File: src/rtl/pc_ras_update.sv
// Program-counter update with an optional return-address stack (RAS) for call/ret prediction.
// Define PC_RAS_UPDATE_RAS_EN to build the stack; when undefined the RAS outputs are tied off.
module pc_ras_update #(
  parameter int                ADDR_W    = 64,
  parameter int                RAS_DEPTH = 8,
  parameter logic [ADDR_W-1:0] RESET_PC  = '0
) (
  input  logic              clk,
  input  logic              reset,
  input  logic              stall,
  input  logic [3:0]        icode,
  input  logic              cnd,
  input  logic [ADDR_W-1:0] valC,
  input  logic [ADDR_W-1:0] valM,
  input  logic [ADDR_W-1:0] valP,
  output logic [ADDR_W-1:0] pc,
  output logic [ADDR_W-1:0] ras_pred,
  output logic              ras_empty,
  output logic              ras_full,
  output logic              ras_mispredict,
  output logic              ras_overflow,
  output logic              ras_underflow
);

  localparam logic [3:0] IC_JXX  = 4'h7;
  localparam logic [3:0] IC_CALL = 4'h8;
  localparam logic [3:0] IC_RET  = 4'h9;

  if ((RAS_DEPTH < 2) || (RAS_DEPTH > 64) || ((RAS_DEPTH & (RAS_DEPTH - 1)) != 0)) begin : g_bad_depth
    $error("pc_ras_update: RAS_DEPTH must be a power of two in 2..64");
  end

  logic [ADDR_W-1:0] next_pc_s;
  logic [ADDR_W-1:0] pc_r;

  // Next-pc selection from the instruction code.
  always_comb begin
    next_pc_s = valP;
    case (icode)
      IC_JXX: begin
        if (cnd) begin
          next_pc_s = valC;
        end else begin
          next_pc_s = valP;
        end
      end
      IC_CALL: next_pc_s = valC;
      IC_RET:  next_pc_s = valM;
      default: next_pc_s = valP;
    endcase
  end

  // Program-counter register; reset dominates stall.
  always_ff @(posedge clk) begin
    if (reset) begin
      pc_r <= RESET_PC;
    end else if (!stall) begin
      pc_r <= next_pc_s;
    end else begin
      pc_r <= pc_r;
    end
  end

  assign pc = pc_r;

`ifdef PC_RAS_UPDATE_RAS_EN
  localparam int               PTR_W   = $clog2(RAS_DEPTH);
  localparam int               CNT_W   = PTR_W + 1;
  localparam logic [CNT_W-1:0] DEPTH_C = CNT_W'(RAS_DEPTH);

  logic [ADDR_W-1:0] stack_r [RAS_DEPTH];
  logic [PTR_W-1:0]  sp_r;
  logic [PTR_W-1:0]  top_idx_s;
  logic [CNT_W-1:0]  count_r;
  logic [ADDR_W-1:0] pred_s;
  logic              empty_s;
  logic              full_s;
  logic              push_s;
  logic              ret_s;
  logic              pop_s;
  logic              mispredict_r;
  logic              overflow_r;
  logic              underflow_r;

  // sp_r addresses the next free slot; when full it also addresses the oldest entry,
  // so a push while full overwrites the oldest return address.
  assign top_idx_s = sp_r - PTR_W'(1);
  assign empty_s   = (count_r == '0);
  assign full_s    = (count_r == DEPTH_C);

  // Stack control decode and top-of-stack prediction.
  always_comb begin
    push_s = 1'b0;
    ret_s  = 1'b0;
    pop_s  = 1'b0;
    pred_s = '0;
    if (!stall && (icode == IC_CALL)) begin
      push_s = 1'b1;
    end else if (!stall && (icode == IC_RET)) begin
      ret_s = 1'b1;
      pop_s = !empty_s;
    end else begin
      push_s = 1'b0;
    end
    if (empty_s) begin
      pred_s = '0;
    end else begin
      pred_s = stack_r[top_idx_s];
    end
  end

  // Pointer, occupancy and event-pulse registers.
  always_ff @(posedge clk) begin
    if (reset) begin
      sp_r         <= '0;
      count_r      <= '0;
      mispredict_r <= 1'b0;
      overflow_r   <= 1'b0;
      underflow_r  <= 1'b0;
    end else begin
      mispredict_r <= pop_s && (valM != pred_s);
      overflow_r   <= push_s && full_s;
      underflow_r  <= ret_s && empty_s;
      if (push_s) begin
        sp_r <= sp_r + PTR_W'(1);
        if (!full_s) begin
          count_r <= count_r + CNT_W'(1);
        end else begin
          count_r <= count_r;
        end
      end else if (pop_s) begin
        sp_r    <= top_idx_s;
        count_r <= count_r - CNT_W'(1);
      end else begin
        sp_r    <= sp_r;
        count_r <= count_r;
      end
    end
  end

  // Return-address storage; entries are not cleared on reset.
  always_ff @(posedge clk) begin
    if (!reset && push_s) begin
      stack_r[sp_r] <= valP;
    end
  end

  assign ras_pred       = pred_s;
  assign ras_empty      = empty_s;
  assign ras_full       = full_s;
  assign ras_mispredict = mispredict_r;
  assign ras_overflow   = overflow_r;
  assign ras_underflow  = underflow_r;
`else
  assign ras_pred       = '0;
  assign ras_empty      = 1'b1;
  assign ras_full       = 1'b0;
  assign ras_mispredict = 1'b0;
  assign ras_overflow   = 1'b0;
  assign ras_underflow  = 1'b0;
`endif

endmodule

File: config.mk
export PLATFORM = sky130hd
export DESIGN_NAME = pc_ras_update
export DESIGN_NICKNAME = d
export VERILOG_FILES = /design/src/rtl/pc_ras_update.sv
export SDC_FILE = /design/constraint.sdc
export NUM_CORES = 1
export LEC_CHECK = 0
export ABC_AREA = 0
export ABC_CLOCK_PERIOD_IN_PS = 2700
export CAP_MARGIN = 20
export CORE_AREA = 5 5 126 128
export CTS_CLUSTER_SIZE = 24
export DETAILED_ROUTE_END_ITERATION = 8
export DIE_AREA = 0 0 131 133
export PLACE_DENSITY_LB_ADDON = 0.08
export SYNTH_ARGS = -nofsm -noshare
export SYNTH_HDL_FRONTEND = slang
export SYNTH_SLANG_ARGS = --single-unit
File: constraint.sdc
create_clock -name clk -period 2.7 [get_ports clk]
set_input_delay 0.54 -clock clk [delete_from_list [all_inputs] [get_ports clk]]
set_output_delay 0.54 -clock clk [all_outputs]
set_load 0.01 [all_outputs]
==> summary.txt <==
Run status
  – Status: complete, no violations

Global routing
  – First-pass GRT wire length: around 30 mm
  – Number of global-route vias before repair: approximately 5500
  – Largest net degree at the start of global routing: between 60 and 70
  – GR Util All Layers: 0.214
  – Initial antenna violation count: 0
  – GR Overflow Total: 0

Timing
  – Post-route minimum period: 1940 ps
  – Least-Margin Pin Slew: 780 ps
  – Final setup fails: 0
  – Slew Limit Fails: 0
  – Final Hold Fails: 0
  – Fin crit share: 0.719
  – Clock Skew: 0 ps
  – Slew margin rel.: 0.480
  – Fmax: 515 MHz
  – RSZ-0062 raised after global routing: no
  – Total Neg Setup Slack: 0 ps
  – Final worst slack: between 700 and 800 ps

Placed design
  – Post-Place Cell Area: between 7000 and 8000 sq um
  – Dpl cells: between 900 and 1000
  – Port buffer count: roughly 260
  – DP Wirelength: approximately 13 mm
  – RD Place Congestion: around 0.8
  – Place WS: roughly 440 ps

Setup path
  – Crit path from: icode[2]
  – R2R depth: 2
  – R2R Path End: pc[47]$_SDFFE_PP0N_
  – CP Max Fanout: between 60 and 70
  – Critical path arrival: 2150 ps
  – Req. time, crit path: slightly below 3000 ps
  – Setup CP Type: in -> reg
  – Critical path startpoint category: input pin
  – Critical R2R Launch: pc[47]$_SDFFE_PP0N_
  – Crit end category: flop
  – Critical path capture point: pc[47]$_SDFFE_PP0N_
  – R2r setup slk: 1930 ps

Route
  – DRC viols: 0
  – Via count: ~5400
  – Starting DRT DRC Count: between 300 and 400
  – Post-route ant nets: 0
  – Wirelength per Cell: between 15 and 20 um
  – 1st-pass router iterations: 4
  – Wirelength, routed: between 15 and 20 mm
  – DR vias/cell: approximately 5.4

Layout
  – Core Util, Final: 0.520
  – Most frequent cells in the layout: clkdlybuf4s50_1, conb_1
  – Design area: 7670 sq um
  – N_diodes: 0
  – Fill cell count: about 1400
  – Layout Cells excl Fill: around 1000
  – Commonest non-fill, non-tap cell in the layout: clkdlybuf4s50_1
  – Share of cells above drive strength 1: 0.120
  – Max reg flops: between 60 and 70
  – Nets@finish: around 1000
  – Area Overhead vs Synth: 51.9%

Synth
  – Post-synthesis compound-gate area fraction: 0.270
  – Largest family of logic cells by synthesized area: compound AO/OA/AOI/OAI gates
  – Sequential share of the synthesized area: 0.254
  – Simple-gate share of the synthesized area: 0.150
  – Cell count after synthesis: a little under 600
  – Post-synthesis xor/xnor area fraction: 0
  – Synth Flop Type: dfxtp_1
  – Adder-Cell Fraction of Synth Area: 0
  – Asr flop ratio synth: 0
  – Synth warnings: 0
  – Mux share of post-synthesis cell area: 0.143
  – Netlist cell types: 18
  – Yosys reg bits: 64
  – Mean post-synth cell area: roughly 8.5 sq um
  – Post-Syn Area: 5050 sq um
  – EDFF count, synth: 0

Min path
  – Cell depth of the worst hold path: 2
  – Min-Delay Path Class: reg -> reg

Clock tree
  – Postcts setup bufs: 0
  – Later-pin clock latency in the skew report: 310 ps
  – CTS Root Buffer Type: clkbuf_16
  – Clk sinks: 64
  – CTS tree: built
  – Clock Tree Buf Depth: 2
  – # hold bufs at CTS: 0
  – Num CTS Buffers: 9
  – H-tree levels: 3
  – CTS resizes: 0
  – Reg clk slew, reported paths: roughly 50 ps

Floorplanning
  – Die Area: roughly 17000 sq um
  – Chip height: approximately 130 um
  – Num ports: 333
  – Starting Density: 0.342
  – Die W: between 100 and 150 um
  – Row count: 45
  – Core ar.: about 15000 sq um

Flow run
  – Max Cap Viol: 0

Power and ir drop
  – Maximum vdd drop: roughly 0.00025 V
  – P per Cell Area: around 400 nW/um^2
  – Leak: 0.00268 uW
==> stage by stage <==
step	total power (uW)	hold slack, ps
6_report	3090	510
5_1_grt	3230	529
4_1_cts	3120	514
3_5_place_dp	2040	500
3_3_place_gp	2030	492
2_1_floorplan	1580	527
==> worst min path at each step <==
stage                                    from             endpoint  slack, ps
after floorplan            pc[0]$_SDFFE_PP0N_   pc[0]$_SDFFE_PP0N_        530
after global placement    pc[25]$_SDFFE_PP0N_  pc[25]$_SDFFE_PP0N_        490
after detailed placement  pc[10]$_SDFFE_PP0N_  pc[10]$_SDFFE_PP0N_        500
after CTS                 pc[24]$_SDFFE_PP0N_  pc[24]$_SDFFE_PP0N_        510
after global routing      pc[54]$_SDFFE_PP0N_  pc[54]$_SDFFE_PP0N_        530
final                     pc[60]$_SDFFE_PP0N_  pc[60]$_SDFFE_PP0N_        510
==> routing by layer <==
| layer | global-route usage | part of all wire |
|---|---|---|
| met5 | 0 | 0 |
| met4 | 0.0943 | 0.037 |
| met3 | 0.0408 | 0.087 |
| met2 | 0.354 | 0.48 |
| met1 | 0.266 | 0.40 |
==> synthesized netlist by cell type, types with 2 or more instances <==
master	n	area share
buf_6	12	0.027
nand3_1	64	0.063
nor2b_1	64	0.079
clkbuf_1	22	0.016
buf_2	27	0.027
buf_4	74	0.11
conb_1	2	0.0015
buf_1	3	0.0022
a21oi_1	64	0.063
a311oi_1	64	0.11
mux2_2	64	0.14
dfxtp_1	64	0.25
o211ai_1	64	0.095
==> where the power goes <==
part / switching [uW] / internal (uW) / total (uW)
logic: 416 / 557 / 973
registers: 38.3 / 1020 / 1060
clock network: 405 / 655 / 1060
==> kinds of logic after synthesis <==
| kind of cell | after synthesis |
|---|---|
| AO/OA/AOI/OAI | 192 |
| buffers and inverters | 139 |
| flip-flops | 64 |
| multiplexers | 64 |
| other | 2 |
| AND/OR/NAND/NOR | 132 |
==> cell type report <==
cell class,count,area [sq um],area share
repair buffers,276,2790,0.363
clock inverters,1,5.00,0.000652
multi-input cells,457,3100,0.404
inverters,1,3.75,0.000489
clock buffers,12,256,0.0334
flip-flops and latches,64,1280,0.167
well taps,188,235,0.0307
==> worst max-delay path: stages <==
cell and delay (ps):
clkdlybuf4s50_1 530, and4b_2 270, buf_12 300, nand3_1 140
a311oi_1 340
Power figures use the tool's default switching activity.
